**src/rtl/vote_collector.sv**
```systemverilog
// ---------------------------------------------------------------------------
// vote_collector
//
// Purpose:
//   Upstream stage of the 4-voter majority block. Opens a timed voting
//   window on i_start, locks each voter's first ballot (rising edge of
//   i_vote_req[i] samples i_vote_val[i]), and presents the completed
//   ballot vector with a valid/ack handshake. Missing voters count as "no".
//
// Parameters:
//   WINDOW_CYCLES  voting window length in OPEN cycles (2 .. 2**CNT_W)
//   CNT_W          width of the window down-counter
//
// Ports:
//   i_clk           system clock, rising edge
//   i_rst_n         asynchronous active-low reset
//   i_start         opens a round (honoured only in IDLE)
//   i_vote_req[3:0] per-voter cast strobe; a cast is a rising edge
//   i_vote_val[3:0] per-voter choice, sampled on the req rising edge
//   i_result_ack    consumer has taken the ballot (honoured only in DONE)
//   o_ballot[3:0]   locked ballot vector, bit i = voter i, 1 = yes
//   o_ballot_valid  ballot is complete and stable
//   o_cast_mask[3:0] bit i set once voter i has cast this round
//   o_busy          high in OPEN and DONE
//   o_timed_out     round closed by window expiry with a voter missing
// ---------------------------------------------------------------------------
module vote_collector #(
  parameter int WINDOW_CYCLES = 1000,
  parameter int CNT_W         = 10
) (
  input  logic             i_clk,
  input  logic             i_rst_n,
  input  logic             i_start,
  input  logic [3:0]       i_vote_req,
  input  logic [3:0]       i_vote_val,
  input  logic             i_result_ack,
  output logic [3:0]       o_ballot,
  output logic             o_ballot_valid,
  output logic [3:0]       o_cast_mask,
  output logic             o_busy,
  output logic             o_timed_out
);

  typedef enum logic [1:0] {
    S_IDLE = 2'd0,
    S_OPEN = 2'd1,
    S_DONE = 2'd2
  } state_t;

  state_t           r_state;
  logic [3:0]       r_ballot;
  logic             r_ballot_valid;
  logic [3:0]       r_cast_mask;
  logic             r_busy;
  logic             r_timed_out;
  logic [CNT_W-1:0] r_cnt;
  logic [3:0]       r_req_prev;

  logic [3:0]       w_cast_edge;
  logic [3:0]       w_accept;
  logic [3:0]       w_next_mask;
  logic [3:0]       w_next_ballot;

  // Only a fresh rising edge from a voter who has not yet cast is accepted.
  assign w_cast_edge   = i_vote_req & ~r_req_prev;
  assign w_accept      = w_cast_edge & ~r_cast_mask;
  assign w_next_mask   = r_cast_mask | w_accept;
  assign w_next_ballot = (r_ballot & ~w_accept) | (i_vote_val & w_accept);

  always_ff @(posedge i_clk or negedge i_rst_n) begin
    if (!i_rst_n) begin
      r_state        <= S_IDLE;
      r_ballot       <= 4'b0000;
      r_ballot_valid <= 1'b0;
      r_cast_mask    <= 4'b0000;
      r_busy         <= 1'b0;
      r_timed_out    <= 1'b0;
      r_cnt          <= '0;
      // All-ones so a button held through reset is not seen as a cast.
      r_req_prev     <= 4'b1111;
    end else begin
      r_req_prev <= i_vote_req;
      case (r_state)
        S_IDLE: begin
          if (i_start) begin
            r_state     <= S_OPEN;
            r_busy      <= 1'b1;
            r_cast_mask <= 4'b0000;
            r_ballot    <= 4'b0000;
            r_timed_out <= 1'b0;
            // Counter runs WINDOW_CYCLES-1 .. 0: exactly WINDOW_CYCLES cycles.
            r_cnt       <= CNT_W'(WINDOW_CYCLES - 1);
          end
        end
        S_OPEN: begin
          r_ballot    <= w_next_ballot;
          r_cast_mask <= w_next_mask;
          r_cnt       <= r_cnt - CNT_W'(1);
          // Full turnout wins over expiry when both happen in one cycle.
          if (w_next_mask == 4'b1111) begin
            r_state        <= S_DONE;
            r_ballot_valid <= 1'b1;
            r_timed_out    <= 1'b0;
          end else if (r_cnt == '0) begin
            r_state        <= S_DONE;
            r_ballot_valid <= 1'b1;
            r_timed_out    <= 1'b1;
          end
        end
        S_DONE: begin
          if (i_result_ack) begin
            r_state        <= S_IDLE;
            r_busy         <= 1'b0;
            r_ballot_valid <= 1'b0;
          end
        end
        default: begin
          r_state <= S_IDLE;
          r_busy  <= 1'b0;
        end
      endcase
    end
  end

  assign o_ballot       = r_ballot;
  assign o_ballot_valid = r_ballot_valid;
  assign o_cast_mask    = r_cast_mask;
  assign o_busy         = r_busy;
  assign o_timed_out    = r_timed_out;

endmodule
```
**config.mk**
```make
export PLATFORM = sky130hd
export DESIGN_NAME = vote_collector
export DESIGN_NICKNAME = d
export VERILOG_FILES = /design/src/rtl/vote_collector.sv
export SDC_FILE = /design/constraint.sdc
export NUM_CORES = 1
export LEC_CHECK = 0
export ABC_CLOCK_PERIOD_IN_PS = 3750
export BUFFER_PORTS_ARGS = -buffer_cell sky130_fd_sc_hd__clkbuf_2
export CAP_MARGIN = 25
export CORE_ASPECT_RATIO = 0.7
export CORE_MARGIN = 3
export CORE_UTILIZATION = 58
export DETAILED_ROUTE_END_ITERATION = 10
export PLACE_DENSITY = 0.88
export SLEW_MARGIN = 40
export SYNTH_ARGS = -nofsm -noshare
export SYNTH_HDL_FRONTEND = slang
export SYNTH_SLANG_ARGS = --single-unit
```
**constraint.sdc**
```tcl
create_clock -name i_clk -period 3.75 [get_ports i_clk]
set_input_delay 0 -clock i_clk [delete_from_list [all_inputs] [get_ports i_clk]]
set_output_delay 0 -clock i_clk [all_outputs]
set_load 0.005 [all_outputs]
```
Word level (Yosys, flattened, before mapping)
Index checks and enable logic that the tools add are counted.
{"block": "word_totals", "reg_bits": 27, "in_bits": 12, "wordCells": 53}
{"block": "op_classes", "n_addsub": 1, "n_eq_ne": 6, "mux": 19, "bitwise": 10, "reduce_logical": 9}
{"operator": "$pmux W10 S2", "count": 1}
{"operator": "$and A4 B4 Y4", "count": 4}
{"operator": "$pmux W4 S2", "count": 2}
{"operator": "$not A4 Y4", "count": 3}
{"operator": "$reduce_and A3 Y1", "count": 4}
{"operator": "$logic_not A10 Y1", "count": 1}
{"operator": "$mux W10", "count": 1}
{"operator": "$sub A10 B1 Y10 const B", "count": 1}
{"operator": "$mux W2", "count": 4}
{"operator": "$or A4 B4 Y4", "count": 2}
{"operator": "$mux W1", "count": 6}
{"operator": "$pmux W2 S3", "count": 1}
{"operator": "$eq A4 B4 Y1 const B", "count": 1}
{"operator": "$mux W4", "count": 1}
{"operator": "$ne A2 B2 Y1 const B", "count": 2}
{"operator": "$pmux W1 S2", "count": 2}
{"operator": "$reduce_bool A2 Y1", "count": 2}
{"operator": "$ne A3 B3 Y1 const B", "count": 1}
{"operator": "$pmux W1 S3", "count": 1}
{"operator": "$eq A2 B1 Y1 const B", "count": 1}
{"operator": "$eq A2 B2 Y1 const B", "count": 1}
{"operator": "$logic_not A2 Y1", "count": 1}
{"operator": "$reduce_and A2 Y1", "count": 1}
{"operator": "$not A1 Y1", "count": 1}

Longest topological paths before layout
Gate-level depths: netlist (run 1).
{"block": "logic_depth", "depth_word": 7, "mapped_depth": 6, "mapped_depth_nobuf": 6}

Worst setup path after synthesis (run 1)
No wires, ideal clock.
{"block": "synth_path", "path_type": "reg-to-reg", "start": "reg r_cnt[0]", "end": "reg r_cnt[8]", "setup_ps": 71, "arrival_time_ps": 1505, "t_required_ps": 3679, "slack_ps": 2174, "path_stages_with_launch": 7, "path_cell_list": "dfrtp_1 > inv_1 > ha_1 > nor3b_2 > nand3_1 > or4_1 > nand3_1"}
{"block": "synth_via", "elab_chain_cells": 2}
{"item": "start, declared", "line": "56", "rtl": "logic [CNT_W-1:0] r_cnt;"}
{"item": "start signal, assigned", "line": "92", "rtl": "r_cnt <= CNT_W'(WINDOW_CYCLES - 1);"}
{"item": "start signal, assigned", "line": "98", "rtl": "r_cnt <= r_cnt - CNT_W'(1);"}
{"item": "$sub A10 B1 Y10", "line": "98"}
{"item": "$pmux W10 S2", "line": "83", "rtl": "case (r_state)"}
No other way between the ends.
A chain may end at the register's enable or synchronous reset.

Worst setup path in the final report (run 1)
Same ends and word-level chain as after synthesis.

==> impl_metrics.yaml, run 1 <==
outcome:
  outcome: "complete, no violations"
logic_synthesis:
  yosysTopAreaCellShare_pct: 45.77
  async_flop_share_pct: 100.0
  syn_area_per_cell_um2: 10.06
  syn_area_um2: 1257
  yosysTopAreaCell: "dfrtp_1"
  synth_cell_types: 34
  yosysWarnings: 0
  synth-main-ff-cell: "dfrtp_1"
  ys_seq_area_share_pct: 54.13
  ys_top_cells_by_area: "dfrtp_1, dfstp_2, o21ai_0"
  syn_nets: 138
  synth-seq-cells: 27
  synth_edf_count: 0
  netlist_instances: 125
detailed_routing:
  vias: 1054
  drt-pass1-iter-count: 4
  wl_mm: 2.600
  vias_per_cell: 5.856
  drc: 0
  drt_iter0_markers: 78
  routedWlPerCell_um: 14.44
  antenna_left: 0
timing:
  tightest_slew_ns: 0.7312
  finalClockSkew_ns: 0.01086
  hold_viol: 0
  finalCritPeriodShare_pct: 48.27
  max-slew-margin-rel_pct: 51.14
  tns_ns: 0
  hold_ws_ns: 0.02152
  min_period_ns: 1.810
  finalSetupViolCount: 0
  slew_viol_final: 0
  fmax_mhz: 552.5
  rsz0062_at_grt: "false"
power_and_ir_drop:
  p_clk_share_pct: 13.4
  sequentialPowerShare_pct: 49.9
  ir_drop_uv: 388.0
  power_switching_share_pct: 40.16
  power.density_nw_per_um2: 625.9
  p_sw_w: 0.0003796
  power_frac_comb_pct: 36.7
  p_int_w: 0.0005656
  p_leak_nw: 0.6502
worst_setup_path:
  r2r_end: "r_cnt[8]"
  critPathMaxFanout: 4
  r2r_start: "r_cnt[0]"
  crit_family: "simple AND/OR/NAND/NOR gates"
  cp.arrival_ns: 2.09
  crit_path_end_kind: "flip-flop"
  r2r_slack_ns: 1.94
  start_kind: "flip-flop"
  criticalPathCategory: "flip-flop to flip-flop"
  max_stage_delay_ns: 0.46
  crit_chain: "inv_1 > ha_1 > nor3b_2 > nand3_1 > or4_1 > nand3_1"
  reg2reg_depth: 6
  slowest_stage: "dfrtp_1"
  worstPathRequired_ns: 4.03
  crit_buf_inv: 1
  timing.critical_path.mode_cell: "nand3_1"
clock_network:
  tritoncts: "done"
  htreeDepth: 1
  clock_sinks: 27
  cts-resized-gates: 0
  cts_buffer_depth: 2
  post_cts_buffers: 0
  path_clk_slew_ns: 0.14
  root_buffer: "clkbuf_4"
  tritoncts.num_buffers: 3
  clock_latency_ns: 0.34
global_routing:
  grt_max_degree: 28
  grt_pass1_wl_mm: 4.236
  grtUsageTotal_pct: 21.52
  grt-ovfl-total: 0
  antenna_found_initial: 0
  grt_pass1_vias: 985
min_path:
  hold-path-endpoint: "o_busy"
  holdPathStages: 3
  holdCritStartpoint: "i_start"
  min_path_type: "input port to flip-flop"
cells_and_area:
  syn_to_final_growth_pct: 20.10
  fillers: 119
  final_common_cell: "dfrtp_1"
  final_nets: 172
  final_cell_mix: "dfrtp_1, clkbuf_2, nand2_1, o21ai_0, dlygate4sd3_1"
  drive_gt1_share_pct: 22.78
  diodes: 0
die:
  die_area_um2: 2771
  dieWidth_um: 61.65
  fp.dieH_um: 44.96
  io_pins: 23
  core.rowCount: 13
  start_util_pct: 64.42
  design.core.area_um2: 1952
placed_design:
  place_congestion: 0.8725
  hpwl_mm: 1.817
  placement.io_buffers: 22
run:
  max_cap_viol_count: 0
layout make-up:
| class | instances | area (µm²) | share of cell area (%) |
|---|---|---|---|
| Multi-Input combinational cell | 90 | 545.5 | 36.12 |
| Sequential cell | 27 | 680.7 | 45.07 |
| Clock buffer | 3 | 22.52 | 1.491 |
| Inverter | 5 | 18.77 | 1.243 |
| Timing Repair Buffer | 32 | 210.2 | 13.92 |
| Clock inverter | 1 | 5.005 | 0.3314 |
| Tap cell | 22 | 27.53 | 1.823 |
kinds of logic after synthesis:
group           synth area share (%)
fa+ha+maj                     0.9949
simple gates                   26.87
flops                          54.13
buf+inv                        2.686
xor+xnor                       1.393
compound gates                 13.93
worst max-delay path by stage:
stage / slack, ns / endpoint / from / depth (start not counted)
finish: 1.94 / r_cnt[8] / r_cnt[0] / 6
detailed placement: 1.98 / r_cnt[8] / r_cnt[0] / 6
global placement: 2.08 / r_cnt[8] / r_cnt[0] / 6
global route: 1.86 / r_cnt[8] / r_cnt[0] / 6
floorplan: 2.17 / r_cnt[8] / r_cnt[0] / 6
CTS: 1.96 / r_cnt[8] / r_cnt[0] / 6
metrics by stage:
| stage | setup slack (ns) | power (W) | std cells | area [µm²] | util (%) |
|---|---|---|---|---|---|
| floorplan | 2.174 | 0.0006937 | 125 | 1257 | - |
| global placement | 2.084 | 0.0007923 | 166 | 1380 | 70.71 |
| detailed placement | 1.979 | 0.0008100 | 166 | 1380 | 70.71 |
| CTS | 1.959 | 0.0009437 | 180 | 1508 | 77.24 |
| global route | 1.860 | 0.001020 | 180 | 1510 | 77.37 |
| finish | 1.940 | 0.0009452 | 180 | 1510 | 77.37 |
worst min-delay path, delay by kind of cell:
family                 cells  cell delay [ns]
AOI/OAI and AO/OA          2             0.18
buffers and inverters      1             0.12
per-layer routing:
metal  GRT usage [%]  up-vias  wire (µm)
met5               0        -          0
li1                -      512          -
met1           27.99      507       1241
met2           33.40       31       1175
met4           7.203        0         25
met3           8.000        4        158
Yosys cell counts (2+ instances only):
cell type / number
nor3_1: 3
buf_2: 3
o21ai_0: 12
inv_1: 5
nand2_1: 15
xor2_1: 2
nor3b_1: 5
a21oi_1: 7
nor2_1: 7
nand4b_1: 4
nand2b_1: 2
nand3_1: 6
dfrtp_1: 23
nor2b_1: 5
dfstp_2: 4
o22ai_1: 4
flip-flops by register name, indices dropped and copies added, names as in the netlist:
signal	cells
o_ballot	4
o_timed_out	1
r_req_prev	4
r_cnt	10
o_cast_mask	4
o_busy	1
o_ballot_valid	1
r_state	2
what timing repair did:
action / in CTS / in global routing
endpoints found under the setup margin: 0 / 0
hold buffers: 10 / 0
hold endpoints to repair: 33 / 0
power by group through the flow:
| stage | registers, W | logic [W] | clock network (W) |
|---|---|---|---|
| global placement | 0.000469 | 0.000323 | 0 |
| CTS | 0.000469 | 0.000344 | 0.000131 |
| floorplan | 0.000456 | 0.000238 | 0 |
| global route | 0.000485 | 0.000393 | 0.000142 |
| detailed placement | 0.000475 | 0.000335 | 0 |
| finish | 0.000471 | 0.000347 | 0.000127 |
(Power assumes the default switching activity.)
==> run 2, diff against run 1 <==
--- a/config.mk
+++ b/config.mk
@@ -5,14 +5,14 @@
 export SDC_FILE = /design/constraint.sdc
 export NUM_CORES = 1
 export LEC_CHECK = 0
-export ABC_CLOCK_PERIOD_IN_PS = 3750
+export ABC_CLOCK_PERIOD_IN_PS = 1800
 export BUFFER_PORTS_ARGS = -buffer_cell sky130_fd_sc_hd__clkbuf_2
 export CAP_MARGIN = 25
 export CORE_ASPECT_RATIO = 0.7
 export CORE_MARGIN = 3
-export CORE_UTILIZATION = 58
+export CORE_UTILIZATION = 53
 export DETAILED_ROUTE_END_ITERATION = 10
-export PLACE_DENSITY = 0.88
+export PLACE_DENSITY = 0.82
 export SLEW_MARGIN = 40
 export SYNTH_ARGS = -nofsm -noshare
 export SYNTH_HDL_FRONTEND = slang
==> constraint.sdc (replaced) <==
create_clock -name i_clk -period 1.8 [get_ports i_clk]
set_input_delay 0 -clock i_clk [delete_from_list [all_inputs] [get_ports i_clk]]
set_output_delay 0 -clock i_clk [all_outputs]
set_load 0.005 [all_outputs]
==> impl_metrics.yaml, run 2 (synthesis gave the netlist of run 1 again) <==
worst_setup_path:
  cp.depth: 6
  crit_buf_inv: 1
  crit_path_end_kind: "flip-flop"
  start_kind: "flip-flop"
  worstPathRequired_ns: 2.08
  timing.critical_path.mode_cell: "nand3_1"
  reg2reg_depth: 6
  slowest_stage: "dfrtp_1"
  cp.arrival_ns: 1.93
  critPathMaxFanout: 4
  criticalPathCategory: "flip-flop to flip-flop"
  crit_chain: "inv_1 > ha_1 > nor3b_2 > nand3_1 > or4_1 > nand3_1"
  crit_family: "simple AND/OR/NAND/NOR gates"
  max_stage_delay_ns: 0.46
timing:
  hold_viol: 0
  tns_ns: 0
  fmax_mhz: 606.5
  worst_slack_ns: 0.1512
  finalSetupViolCount: 0
  rsz0062_at_grt: "false"
  finalClockSkew_ns: 0.003742
  min_period_ns: 1.649
  max-slew-margin-rel_pct: 56.49
  slew_viol_final: 0
  finalCritPeriodShare_pct: 91.60
  tightest_slew_ns: 0.6526
detailed_routing:
  antenna_left: 0
  drt-pass1-iter-count: 4
  drc: 0
  vias_per_cell: 5.546
  routedWlPerCell_um: 14.70
  wl_mm: 2.882
  vias: 1087
  drt_iter0_markers: 55
global_routing:
  grt.busiest_layer: "met2"
  use_met3_pct: 5.981
  antenna_found_initial: 0
  grt_max_degree: 28
  grt_pass1_wl_mm: 4.498
  met1_usage_pct: 26.03
  grtUsageTotal_pct: 20.12
  gr-usage-met2_pct: 33.68
  grt_pass1_vias: 1005
  grt-ovfl-total: 0
clock_network:
  htreeDepth: 1
  root_buffer: "clkbuf_4"
  tritoncts: "done"
  cts_buffer_depth: 2
  tritoncts.num_buffers: 3
  path_clk_slew_ns: 0.14
  clock_sinks: 27
  clock_latency_ns: 0.34
die:
  io_pins: 23
  fp.dieH_um: 46.76
  dieWidth_um: 64.22
  core.rowCount: 14
  die_area_um2: 3003
  start_util_pct: 56.97
  design.core.area_um2: 2207
placed_design:
  placement.io_buffers: 22
  place_congestion: 0.8078
  post-place-ws_ns: 0.1604
  hpwl_mm: 2.014
power_and_ir_drop:
  p_total_w: 0.002065
  ir_drop_uv: 810.5
  p_leak_nw: 0.6749
  power.density_nw_per_um2: 1318
cells_and_area:
  final_nets: 178
  diodes: 0
  fin_util_pct: 70.98
  largest_reg_flops: 10
  drive_gt1_share_pct: 23.78
  syn_to_final_growth_pct: 24.58
  regMostFlops: "r_cnt"
  final_common_cell: "dfrtp_1"
  final_cell_mix: "dfrtp_1, clkbuf_2, nand2_1, o21ai_0, dlygate4sd3_1"
run:
  max_cap_viol_count: 0
outcome:
  outcome: "complete, no violations"
min_path:
  min_path_type: "input port to asynchronous set/reset pin"
-- run 2: stage by stage --
stage	cell area [µm²]	hold WS, ns	instances
after CTS	1567	0.2288	196
after global routing	1567	0.2360	196
after floorplan	1257	-0.2956	125
after detailed placement	1430	0.06233	181
after global placement	1430	0.05483	181
final	1567	0.2043	196
-- run 2: path summary, 6_finish.rpt --
check,start,to,slack (ns)
worst max-delay path,r_cnt[0],r_cnt[8],0.15
worst min-delay path,i_rst_n,r_cnt[9],0.20
worst max register to register,r_cnt[0],r_cnt[8],0.15
worst min register to register,o_ballot[1],o_ballot[1],0.49
max in group asynchronous,i_rst_n,r_cnt[0],1.18
min in group i_clk,i_vote_req[2],r_req_prev[2],0.30
-- run 2: cell type report --
type	instances	area, µm²
clock buffers	4	26.28
fillers	177	640.6
inverters	5	18.77
multi-input cells	90	543.0
flip-flops and latches	27	680.7
well taps	32	40.04
repair buffers	38	257.7
-- run 2: power by group --
part | switching, W | total [W] | internal (W)
Sequential | 0.000199 | 0.000985 | 0.000786
Clock | 0.000182 | 0.000270 | 0.0000873
Combinational | 0.000444 | 0.000810 | 0.000366
Total | 0.000826 | 0.00206 | 0.00124
-- run 2: metal layers --
metal | vias to the layer above | share of wire [%] | wire length (µm)
met5 | - | 0 | 0
li1 | 525 | - | -
met1 | 530 | 45 | 1308
met3 | 5 | 4.6 | 134
met2 | 27 | 48 | 1394
met4 | 0 | 1.5 | 44
-- run 2: timing repair --
action,in CTS,in global routing
hold buffers,11,0
setup buffers,0,0
gates resized for setup,0,0
endpoints found under the hold margin,33,0
==> run 3, diff against run 2 <==
--- a/config.mk
+++ b/config.mk
@@ -5,14 +5,13 @@
 export SDC_FILE = /design/constraint.sdc
 export NUM_CORES = 1
 export LEC_CHECK = 0
-export ABC_CLOCK_PERIOD_IN_PS = 1800
+export ABC_CLOCK_PERIOD_IN_PS = 1900
 export BUFFER_PORTS_ARGS = -buffer_cell sky130_fd_sc_hd__clkbuf_2
 export CAP_MARGIN = 25
 export CORE_ASPECT_RATIO = 0.7
-export CORE_MARGIN = 3
-export CORE_UTILIZATION = 53
+export CORE_UTILIZATION = 58
 export DETAILED_ROUTE_END_ITERATION = 10
-export PLACE_DENSITY = 0.82
+export PLACE_DENSITY = 0.88
 export SLEW_MARGIN = 40
 export SYNTH_ARGS = -nofsm -noshare
 export SYNTH_HDL_FRONTEND = slang
==> constraint.sdc (replaced) <==
create_clock -name i_clk -period 1.9 [get_ports i_clk]
set_input_delay 0 -clock i_clk [delete_from_list [all_inputs] [get_ports i_clk]]
set_output_delay 0 -clock i_clk [all_outputs]
set_load 0.005 [all_outputs]
==> impl_metrics.yaml, run 3 (synthesis gave the netlist of run 1 again) <==
global_routing:
  grtUsageTotal_pct: 27.05
  grt_max_degree: 28
  grt-ovfl-total: 0
  antenna_found_initial: 0
  grt_pass1_wl_mm: 4.485
  grt_pass1_vias: 989
run:
  max_cap_viol_count: 0
timing:
  min_period_ns: 1.819
  finalSetupViolCount: 0
  finalCritPeriodShare_pct: 95.73
  tightest_slew_ns: 0.6438
  rsz0062_at_grt: "false"
  worst_slack_ns: 0.08106
  hold_viol: 0
  fmax_mhz: 549.8
  slew_viol_final: 0
  finalClockSkew_ns: 0.006390
  tns_ns: 0
  max-slew-margin-rel_pct: 57.08
placed_design:
  dpl.cell_count: 169
  placement.io_buffers: 22
  post-place-ws_ns: 0.1181
  hpwl_mm: 1.980
  place_congestion: 0.9112
cells_and_area:
  regMostFlops: "r_cnt"
  final_common_cell: "dfrtp_1"
  fin_util_pct: 78.33
  layoutNonFillerInstCount: 183
  syn_to_final_growth_pct: 21.59
  diodes: 0
  largest_reg_flops: 10
  drive_gt1_share_pct: 22.98
  final_cell_mix: "dfrtp_1, clkbuf_2, nand2_1, o21ai_0, dlygate4sd3_1"
  final_nets: 175
die:
  start_util_pct: 64.42
  core.rowCount: 13
  dieWidth_um: 57.65
  die_area_um2: 2361
  io_pins: 23
  fp.dieH_um: 40.96
  design.core.area_um2: 1952
clock_network:
  clock_latency_ns: 0.33
  tritoncts: "done"
  htreeDepth: 1
  path_clk_slew_ns: 0.14
  tritoncts.num_buffers: 3
  clock_sinks: 27
  cts-resized-gates: 0
  cts_buffer_depth: 2
  root_buffer: "clkbuf_4"
worst_setup_path:
  critPathMaxFanout: 4
  slowest_stage: "dfrtp_1"
  crit_family: "simple AND/OR/NAND/NOR gates"
  crit_chain: "inv_1 > ha_1 > nor3b_2 > nand3_1 > or4_1 > nand3_1"
  start_kind: "flip-flop"
  criticalPathCategory: "flip-flop to flip-flop"
  cp.arrival_ns: 2.09
  crit_path_end_kind: "flip-flop"
  worstPathRequired_ns: 2.17
  max_stage_delay_ns: 0.47
  timing.critical_path.mode_cell: "nand3_1"
  crit_buf_inv: 1
detailed_routing:
  drt_iter0_markers: 45
  vias: 1085
  wl_mm: 2.734
  drc: 3
  routedWlPerCell_um: 14.94
  vias_per_cell: 5.929
  drt-pass1-iter-count: 7
  antenna_left: 0
min_path:
  min_path_type: "input port to flip-flop"
outcome:
  outcome: "finished, violations left"
  violations: "DRC"
power_and_ir_drop:
  ir_drop_uv: 857.9
  power.density_nw_per_um2: 1252
  p_leak_nw: 0.6605
  p_total_w: 0.001915
==> run 3: cell types whose count changed in the layout (fill, tap and decap cells not counted) <==
cell / change
buf_4: -2
dlygate4sd3_1: -1
==> run 3: final cells by class <==
type,count,area (µm²)
timing repair buffer,35,232.7
clock buffer,4,26.28
sequential,27,680.7
multi-input combinational,90,543.0
inverter,5,18.77
tap,22,27.53
fill,124,422.9
==> run 3: power by group <==
part	internal, W	switching, W
clock network	0.0000825	0.000165
registers	0.000745	0.000192
logic	0.000325	0.000407
==> run 3: final timing paths <==
check | from | endpoint | slack (ns) | depth (start not counted)
max | r_cnt[0] | r_cnt[8] | 0.08 | 6
min | i_start | o_busy | 0.03 | 3
max reg2reg | r_cnt[0] | r_cnt[8] | 0.08 | 6
min reg2reg | o_ballot[0] | o_ballot[0] | 0.48 | 2
max in group asynchronous | i_rst_n | o_busy | 1.28 | 2
min in group asynchronous | i_rst_n | r_cnt[8] | 0.20 | 2
==> run 3: stage by stage <==
step	area (µm²)	hold slack, ns
2_1_floorplan	1257	-0.2956
3_3_place_gp	1403	0.05385
3_5_place_dp	1403	0.05371
4_1_cts	1529	0.01826
5_1_grt	1529	0.05483
6_report	1529	0.02578
==> run 3: timing repair <==
item,CTS,global route
hold buffers,10,0
setup buffers,0,0
endpoints found under the hold margin,32,0
==> run 3: worst register-to-register path, cell delays in order, from the launching register on <==
cell and delay [ns]:
dfrtp_1 0.47, inv_1 0.11, ha_1 0.18, nor3b_2 0.27, nand3_1 0.19, or4_1 0.45, nand3_1 0.10
==> run 3: per-layer routing <==
metal	vias to the layer above	part of all wire [%]	GRT usage, %	wire length (µm)
met5	-	0	0	0
met4	0	0.91	11.90	25
met3	4	5.4	6.625	149
met2	40	48	45.93	1314
met1	520	46	34.48	1244
li1	521	-	-	-
